`src/rtl/param_deserializer.sv`:
```
// Serial-to-parallel frame receiver: captures DATA_WIDTH strobed bits in either
// bit order, optionally checks a trailing parity bit, and presents the word for one cycle.
module param_deserializer #(
   parameter int DATA_WIDTH = 8,
   parameter int CNT_W      = $clog2(DATA_WIDTH + 1)
) (
   input  logic                  clk,
   input  logic                  rst,
   input  logic                  deser_en,
   input  logic                  bit_strb,
   input  logic                  sampled_bit,
   input  logic                  PAR_EN,
   input  logic                  PAR_TYP,
   input  logic                  MSB_FIRST,
   input  logic                  frm_clr,
   output logic [DATA_WIDTH-1:0] P_DATA,
   output logic                  data_valid,
   output logic                  par_err,
   output logic                  busy,
   output logic [CNT_W-1:0]      bit_cnt
);

   typedef enum logic [1:0] {IDLE, SHIFT, PARITY, DONE} state_t;

   localparam logic [CNT_W-1:0] LAST_IDX = CNT_W'(DATA_WIDTH - 1);

   state_t                  state_reg, state_next;
   logic [DATA_WIDTH-1:0]   word_reg, word_next, word_base;
   logic [DATA_WIDTH-1:0]   p_data_reg, p_data_next;
   logic [CNT_W-1:0]        bit_cnt_reg, bit_cnt_next;
   logic [CNT_W-1:0]        cap_idx;
   logic                    cap_en;
   logic                    par_en_reg, par_en_next;
   logic                    par_typ_reg, par_typ_next;
   logic                    msb_first_reg, msb_first_next;
   logic                    data_valid_reg, data_valid_next;
   logic                    par_err_reg, par_err_next;

   // Working word = base value with at most one bit overwritten by the current capture.
   generate
      for (genvar gi = 0; gi < DATA_WIDTH; gi++) begin : g_capture
         assign word_next[gi] = (cap_en && (cap_idx == CNT_W'(gi))) ? sampled_bit : word_base[gi];
      end
   endgenerate

   assign p_data_next = data_valid_next ? word_next : p_data_reg;

   always_ff @(posedge clk or negedge rst) begin
      if (!rst) begin
         state_reg      <= IDLE;
         word_reg       <= '0;
         p_data_reg     <= '0;
         bit_cnt_reg    <= '0;
         par_en_reg     <= 1'b0;
         par_typ_reg    <= 1'b0;
         msb_first_reg  <= 1'b0;
         data_valid_reg <= 1'b0;
         par_err_reg    <= 1'b0;
      end else begin
         state_reg      <= state_next;
         word_reg       <= word_next;
         p_data_reg     <= p_data_next;
         bit_cnt_reg    <= bit_cnt_next;
         par_en_reg     <= par_en_next;
         par_typ_reg    <= par_typ_next;
         msb_first_reg  <= msb_first_next;
         data_valid_reg <= data_valid_next;
         par_err_reg    <= par_err_next;
      end
   end

   always_comb begin
      state_next      = state_reg;
      word_base       = word_reg;
      bit_cnt_next    = bit_cnt_reg;
      cap_en          = 1'b0;
      cap_idx         = '0;
      par_en_next     = par_en_reg;
      par_typ_next    = par_typ_reg;
      msb_first_next  = msb_first_reg;
      data_valid_next = 1'b0;
      par_err_next    = par_err_reg;

      if (frm_clr) begin
         state_next   = IDLE;
         bit_cnt_next = '0;
         word_base    = '0;
      end else begin
         case (state_reg)
            IDLE: begin
               // DATA_WIDTH >= 2, so the first capture can never complete the word.
               if (deser_en && bit_strb) begin
                  word_base      = '0;
                  cap_en         = 1'b1;
                  cap_idx        = MSB_FIRST ? LAST_IDX : '0;
                  bit_cnt_next   = CNT_W'(1);
                  par_en_next    = PAR_EN;
                  par_typ_next   = PAR_TYP;
                  msb_first_next = MSB_FIRST;
                  state_next     = SHIFT;
               end
            end
            SHIFT: begin
               if (!deser_en) begin
                  state_next   = IDLE;
                  bit_cnt_next = '0;
                  word_base    = '0;
               end else if (bit_strb) begin
                  cap_en       = 1'b1;
                  cap_idx      = msb_first_reg ? (LAST_IDX - bit_cnt_reg) : bit_cnt_reg;
                  bit_cnt_next = bit_cnt_reg + CNT_W'(1);
                  if (bit_cnt_reg == LAST_IDX) begin
                     if (par_en_reg) begin
                        state_next = PARITY;
                     end else begin
                        state_next      = DONE;
                        data_valid_next = 1'b1;
                        par_err_next    = 1'b0;
                     end
                  end
               end
            end
            PARITY: begin
               if (!deser_en) begin
                  state_next   = IDLE;
                  bit_cnt_next = '0;
                  word_base    = '0;
               end else if (bit_strb) begin
                  state_next      = DONE;
                  data_valid_next = 1'b1;
                  par_err_next    = ((^word_reg) ^ par_typ_reg) != sampled_bit;
               end
            end
            DONE: begin
               state_next   = IDLE;
               bit_cnt_next = '0;
               word_base    = '0;
            end
            default: begin
               state_next   = IDLE;
               bit_cnt_next = '0;
               word_base    = '0;
            end
         endcase
      end
   end

   assign P_DATA     = p_data_reg;
   assign data_valid = data_valid_reg;
   assign par_err    = par_err_reg;
   assign busy       = (state_reg != IDLE);
   assign bit_cnt    = bit_cnt_reg;

endmodule
```
`config.mk`:
```
export PLATFORM = sky130hd
export DESIGN_NAME = param_deserializer
export DESIGN_NICKNAME = d
export VERILOG_FILES = /design/src/rtl/param_deserializer.sv
export SDC_FILE = /design/constraint.sdc
export NUM_CORES = 1
export LEC_CHECK = 0
export CAP_MARGIN = 5
export CORE_UTILIZATION = 40
export CTS_BUF_LIST = sky130_fd_sc_hd__clkbuf_16
export DETAILED_ROUTE_END_ITERATION = 8
export PLACE_DENSITY = 0.71
export SETUP_SLACK_MARGIN = 0.5
export SYNTH_ARGS = -nofsm -noshare
export SYNTH_HDL_FRONTEND = slang
export SYNTH_SLANG_ARGS = --single-unit
```
`constraint.sdc`:
```
create_clock -name clk -period 3.64 [get_ports clk]
set_clock_uncertainty 0.1 [all_clocks]
set_input_delay 0.728 -clock clk [delete_from_list [all_inputs] [get_ports clk]]
set_output_delay 0.728 -clock clk [all_outputs]
set_load 0.03 [all_outputs]
```
==> flow_summary.yaml <==
clocking:
  cts-root-buf: "sky130_fd_sc_hd__clkbuf_16"
  cts.repair_timing.setup_buffer_count: 0
  worst_skew_pair.late_latency_ns: 0.26
  cts.repair.resized: 0
  clock-sinks: 27
  htree_num_levels: 1
  cts_tree: "yes"
  cts_inserted_buffers: 3
  cts-root-to-sink-buffers: 2
  clk_transition_reported_paths_ns: 0.07
  hold_buffers: 0
timing:
  timing.slew.headroom_pct: 69.6
  timing.fmax_mhz: 376
  setup_total_negative_slack_ns: 0
  layout_worst_path_cycle_share_pct: 73.1
  max_slew_violation_total_from_the_final_report: 0
  final-setup-viol-count: 0
  worst-slew-pin-transition_ns: 0.455
  period_minus_ws_final_ns: 2.66
  fin_hold_ws_ns: 0.392
  finalHoldViolCount: 0
  grt_setup_unrepaired: "false"
setup_path:
  timing.critical_path.arrival_ns: 1.83
  cell_by_cell_trace_of_the_critical_path: "inv_1, ha_1, inv_1, clkdlybuf4s50_1"
  critical-path-slowest-cell: "sky130_fd_sc_hd__clkdlybuf4s50_1"
  slowest_delay_ns: 0.60
  timing.critical_path.mode_cell: "sky130_fd_sc_hd__inv_1"
  worstRegToRegCells: 6
  timing.critical_path.to_type: "output port"
  worstReg2RegStart: "state_reg[1]"
  critical_path_buf_inv_count: 3
  setup.reg_to_reg.worst_slack_ns: 1.38
  worst_setup_path_start_kind: "flip-flop"
  critical_path_depth: 4
  timing.critical_path.max_delay_family: "buffers and inverters"
  crit_fanout: 11
  crit-reg2reg-capture: "P_DATA[4]"
  worst-setup-path-type: "reg2out"
  required_ns: 2.81
power:
  intPower_w: 0.000635
  power.ir.vdd_worst_v: 0.000301
  comb_power_share_pct: 35.3
  netSwitchingFraction_pct: 36.2
  total_switching_power_w: 0.000361
  seq_power_share_pct: 38.9
  power.static_leakage_nw: 0.857
  power_density_nw_per_um2: 510
  clock_power_share_pct: 25.8
routing:
  detail_route.iter0.violations: 45
  vias: 1217
  firstDrtPassIters: 4
  wl_per_cell_um: 14.7
  drc_errors: 0
  post_drt_via_cell_ratio: 5.46
  postRouteWirelength_mm: 3.28
  ant_nets: 0
cells_and_area:
  finish.net_count: 189
  layout-area-overhead-vs-synth_pct: 19.0
  post_route_cells_drive_above_1_share_pct: 12.0
  antennaDiodeCount: 0
  design_area_um2: 1950
yosys:
  synth_area_leader_cell: "sky130_fd_sc_hd__dfrtp_1"
  post_synth_num_cell_types: 48
  main_synth_ff_type: "sky130_fd_sc_hd__dfrtp_1"
  synth-async-reset-ratio_pct: 100
  syn-num-nets: 169
  synth_largest_type_area_fraction_pct: 41.2
  netlist_instances: 156
  post_synth_instance_area_um2: 1640
  synth.ff_latch_count: 27
  synth_area_per_cell_um2: 10.5
  number_of_enable_type_register_cells_in_the_synthesized_netlist: 0
  synth-warning-count: 0
  biggest_area_contributors_in_the_synthesized_netlist: "sky130_fd_sc_hd__dfrtp_1 (41%), sky130_fd_sc_hd__mux2_2 (5.5%), sky130_fd_sc_hd__xnor2_1 (5.3%), sky130_fd_sc_hd__mux2i_1 (4.3%), sky130_fd_sc_hd__nand2_1 (3.9%)"
  synth.yosys.seq_area_share_pct: 41.2
die:
  die-area_um2: 4360
  fp-row-count: 22
  die_h_um: 66.0
  io_pins: 24
  fp.coreArea_um2: 3800
  die-width_um: 66.0
  floorplan.initialDensity_pct: 43.2
global_route:
  antenna_found_initial: 0
  grt_pass1_vias: 1207
  grt_first_pass_wirelength_mm: 5.50
  grt_start_max_net_pins: 28
  gr-usage-all-layers_pct: 16.8
  grt_remaining_overflow: 0
placement:
  io_buffers: 23
  placement.cell_area_um2: 1870
  placed_wire_length_estimate_mm: 2.36
  gp_congestion: 0.873
min_path:
  timing.hold.worst_path_depth: 1
  hp-start: "P_DATA[7]"
  hold_path_end: "P_DATA[7]"
  hp-class: "reg2reg"
run_status:
  run_status: "finished clean"
job:
  drv_cap: 0
==> power groups by stage <==
| stage | clock (W) | sequential, W | combinational (W) |
|---|---|---|---|
| 2_1_floorplan | 0 | 0.000373 | 0.000293 |
| 3_3_place_gp | 0 | 0.000386 | 0.000339 |
| 3_5_place_dp | 0 | 0.000394 | 0.000348 |
| 4_1_cts | 0.000262 | 0.000388 | 0.000351 |
| 5_1_grt | 0.000271 | 0.000396 | 0.000382 |
| 6_report | 0.000257 | 0.000387 | 0.000352 |
==> worst register-to-register path, cell delays in order, from the launching register on <==
cell                      delay [ns]
sky130_fd_sc_hd__dfrtp_1        0.40
sky130_fd_sc_hd__inv_1          0.09
sky130_fd_sc_hd__ha_1           0.39
sky130_fd_sc_hd__nor2b_1        0.23
sky130_fd_sc_hd__nor2b_1        0.18
sky130_fd_sc_hd__o211a_1        0.38
sky130_fd_sc_hd__mux2_2         0.39
==> synth_stat cells, types with 2 or more instances <==
library cell	count
sky130_fd_sc_hd__ha_1	4
sky130_fd_sc_hd__inv_1	5
sky130_fd_sc_hd__a21boi_1	2
sky130_fd_sc_hd__mux2i_1	7
sky130_fd_sc_hd__nor3_1	3
sky130_fd_sc_hd__xor2_1	2
sky130_fd_sc_hd__dfrtp_1	27
sky130_fd_sc_hd__nand2_1	17
sky130_fd_sc_hd__nand3b_1	3
sky130_fd_sc_hd__buf_6	2
sky130_fd_sc_hd__mux2_2	8
sky130_fd_sc_hd__nor2_1	9
sky130_fd_sc_hd__nand2b_1	2
sky130_fd_sc_hd__and3_1	2
sky130_fd_sc_hd__o21ai_0	6
sky130_fd_sc_hd__xnor2_1	10
sky130_fd_sc_hd__mux2_1	3
sky130_fd_sc_hd__o31ai_1	2
sky130_fd_sc_hd__buf_2	5
sky130_fd_sc_hd__or3b_1	2
sky130_fd_sc_hd__nor2b_1	2
sky130_fd_sc_hd__a21oi_1	4
sky130_fd_sc_hd__nand3_1	3
sky130_fd_sc_hd__nand4b_1	2
==> per-stage QoR <==
step	util, %	instances	setup WS (ns)	power, W
final	51.4	223	0.978	0.000996
after CTS	51.4	223	0.994	0.00100
after floorplan	-	156	1.59	0.000667
after global routing	51.4	223	0.870	0.00105
after global placement	49.2	219	0.913	0.000724
after detailed placement	49.2	219	0.867	0.000742
==> layout by cell type, fill, tap and decap left out, drive strengths merged <==
cell type | Yosys | layout
and3 | 2 | 2
dfrtp | 27 | 27
nand4b | 3 | 3
nor4 | 2 | 2
nor2b | 2 | 2
a22o | 1 | 1
clkbuf | 1 | 3
o211ai | 1 | 1
nand3b | 3 | 3
a21o | 2 | 2
a22oi | 1 | 1
a32oi | 1 | 1
clkdlybuf4s50 | 0 | 23
buf | 8 | 1
a41oi | 1 | 1
clkinvlp | 0 | 1
xnor2 | 10 | 10
o31ai | 2 | 2
o21ai | 7 | 7
and3b | 1 | 1
inv | 5 | 5
a21oi | 5 | 5
a211oi | 1 | 1
o21bai | 1 | 1
ha | 4 | 4
and4bb | 1 | 1
nor2 | 9 | 9
mux2 | 12 | 12
xor2 | 2 | 2
or3b | 2 | 2
a21bo | 1 | 1
a21boi | 2 | 2
o211a | 1 | 1
mux2i | 7 | 7
nand2b | 2 | 2
nand3 | 3 | 3
and4 | 2 | 2
nand2 | 17 | 17
nor3 | 4 | 4
==> cell type report <==
type / instances / area [um2]
clock inverters: 1 / 7.51
clock buffers: 3 / 75.1
multi-input cells: 115 / 877
flip-flops and latches: 27 / 676
well taps: 48 / 60.1
fillers: 337 / 1850
repair buffers: 24 / 238
inverters: 5 / 18.8
==> worst max-delay path by stage <==
stage,slack (ns),startpoint,endpoint
3_5_place_dp,0.87,deser_en,P_DATA[3]
4_1_cts,0.99,state_reg[0],busy
6_report,0.98,state_reg[0],busy
5_1_grt,0.87,state_reg[0],busy
3_3_place_gp,0.91,deser_en,P_DATA[3]
2_1_floorplan,1.59,deser_en,P_DATA[0]
==> kinds of logic (layout without fill, tap and decap cells) <==
group,count (synthesis),in the layout,synth area share (%)
simple gates,53,53,19.9
flops,27,27,41.2
mux,19,19,12.7
compound gates,27,27,11.4
buf+inv,14,33,5.34
xor+xnor,12,12,6.41
fa+ha+maj,4,4,3.05
==> routing by layer <==
metal	track usage (%)	wire length (um)	vias up
met4	6.38	53	0
met5	0	0	-
met3	2.24	107	5
li1	-	-	590
met1	21.9	1510	596
met2	28.1	1610	26
Note: power is estimated with default switching activity, not from simulation.
==> RTL edit (same settings) <==
The parameter `DATA_WIDTH` goes from 8 to 4.
--- a/src/rtl/param_deserializer.sv
+++ b/src/rtl/param_deserializer.sv
@@ -3,3 +3,3 @@
 module param_deserializer #(
-   parameter int DATA_WIDTH = 8,
+   parameter int DATA_WIDTH = 4,
    parameter int CNT_W      = $clog2(DATA_WIDTH + 1)
Ports: changed (resized P_DATA and bit_cnt); port bits go from 24 to 19. No check against the original RTL was run, so the function may have changed too.
==> RTL edit against the original RTL <==
- routed wire length shrank 33%
- synthesized area down 36%
- power decreased by 39%
- via count decreased by 31%
- design area decreased by 31%
- combinational power shrank 58%
- worst setup slack lost 0.042 ns
- sequential cell count shrank 9
- fmax down 1.6%
- sequential power fell by 40%
- largest cell class unchanged
==> RTL edit: results <==
placement:
  dp_slack_ns: 0.789
  dp_hpwl_um: 1610
  place_congestion: 0.805
  io_buffer_count: 18
  dpl.cell_count: 149
  place_area_um2: 1260
power:
  swShare_pct: 29.1
  ir_drop_v: 0.000346
  internal_power_mw: 0.430
  p_leak_nw: 0.594
  comb_cell_power_mw: 0.147
global_routing:
  gr-usage-met1_pct: 23.4
  grt_max_degree: 19
  grt_pass1_vias: 800
  grtUsageTotal_pct: 18.1
  use_met2_pct: 28.1
  grt_pass1_wl_um: 3510
route:
  drt-initial-drc-count: 7
  dr_wl_met2_um: 1070
  num_vias: 836
  dr_wl_met3_um: 62
  routed_wl_um: 2200
logic_synthesis:
  synth_fp_nets: 117
  synth_commonest_cells: "dfrtp_1, nand2_1, o21ai_0, nor2_1, xnor2_1"
  seq_area_frac_synth_pct: 42.7
  syn_area_per_cell_um2: 10.2
  synthXorXnorAreaFrac_pct: 5.81
  synth_adder_area_share_pct: 4.74
  synthMuxAreaShare_pct: 10.5
  yosysUniqueCellTypes: 35
  synth_area_leaders: "dfrtp_1, mux2_2, xnor2_1"
setup_path:
  cp.arrival_ns: 1.88
  slowest_delay_ns: 0.62
outcome:
  status: "completed"
sta:
  fmax_mhz: 370
  max_slew.worst_pin.slew_ns: 0.789
cells_and_area:
  nets: 137
  drive_above_1_share_pct: 12.2
cts:
  clkTransAtPathRegs_ns: 0.05
[RTL edit: final timing paths]
kind | startpoint | endpoint | slack (ns) | cells after the start
worst max-delay path | state_reg[0] | busy | 0.94 | 4
worst min-delay path | par_err | par_err | 0.39 | 1
worst max register to register | state_reg[1] | P_DATA[1] | 1.40 | 7
worst min register to register | par_err | par_err | 0.39 | 1
max in group asynchronous | rst | bit_cnt[1] | 2.11 | 1
min in group asynchronous | rst | word_reg[2] | 0.84 | 1
[RTL edit: cell type report]
cell class,instances,area (um2)
inverters,4,15.0
repair buffers,18,180
clock buffers,3,75.1
multi-input cells,79,577
flip-flops and latches,18,450
fillers,234,1140
clock inverters,1,3.75
well taps,30,37.5
[RTL edit: worst reg2reg max path, cell delays in order (launching register included)]
cell and delay, ns:
dfrtp_1 0.40, inv_1 0.08, ha_1 0.28, nand2_2 0.13
nor3b_1 0.52, nand4_1 0.18, mux2i_1 0.17, mux2_2 0.26
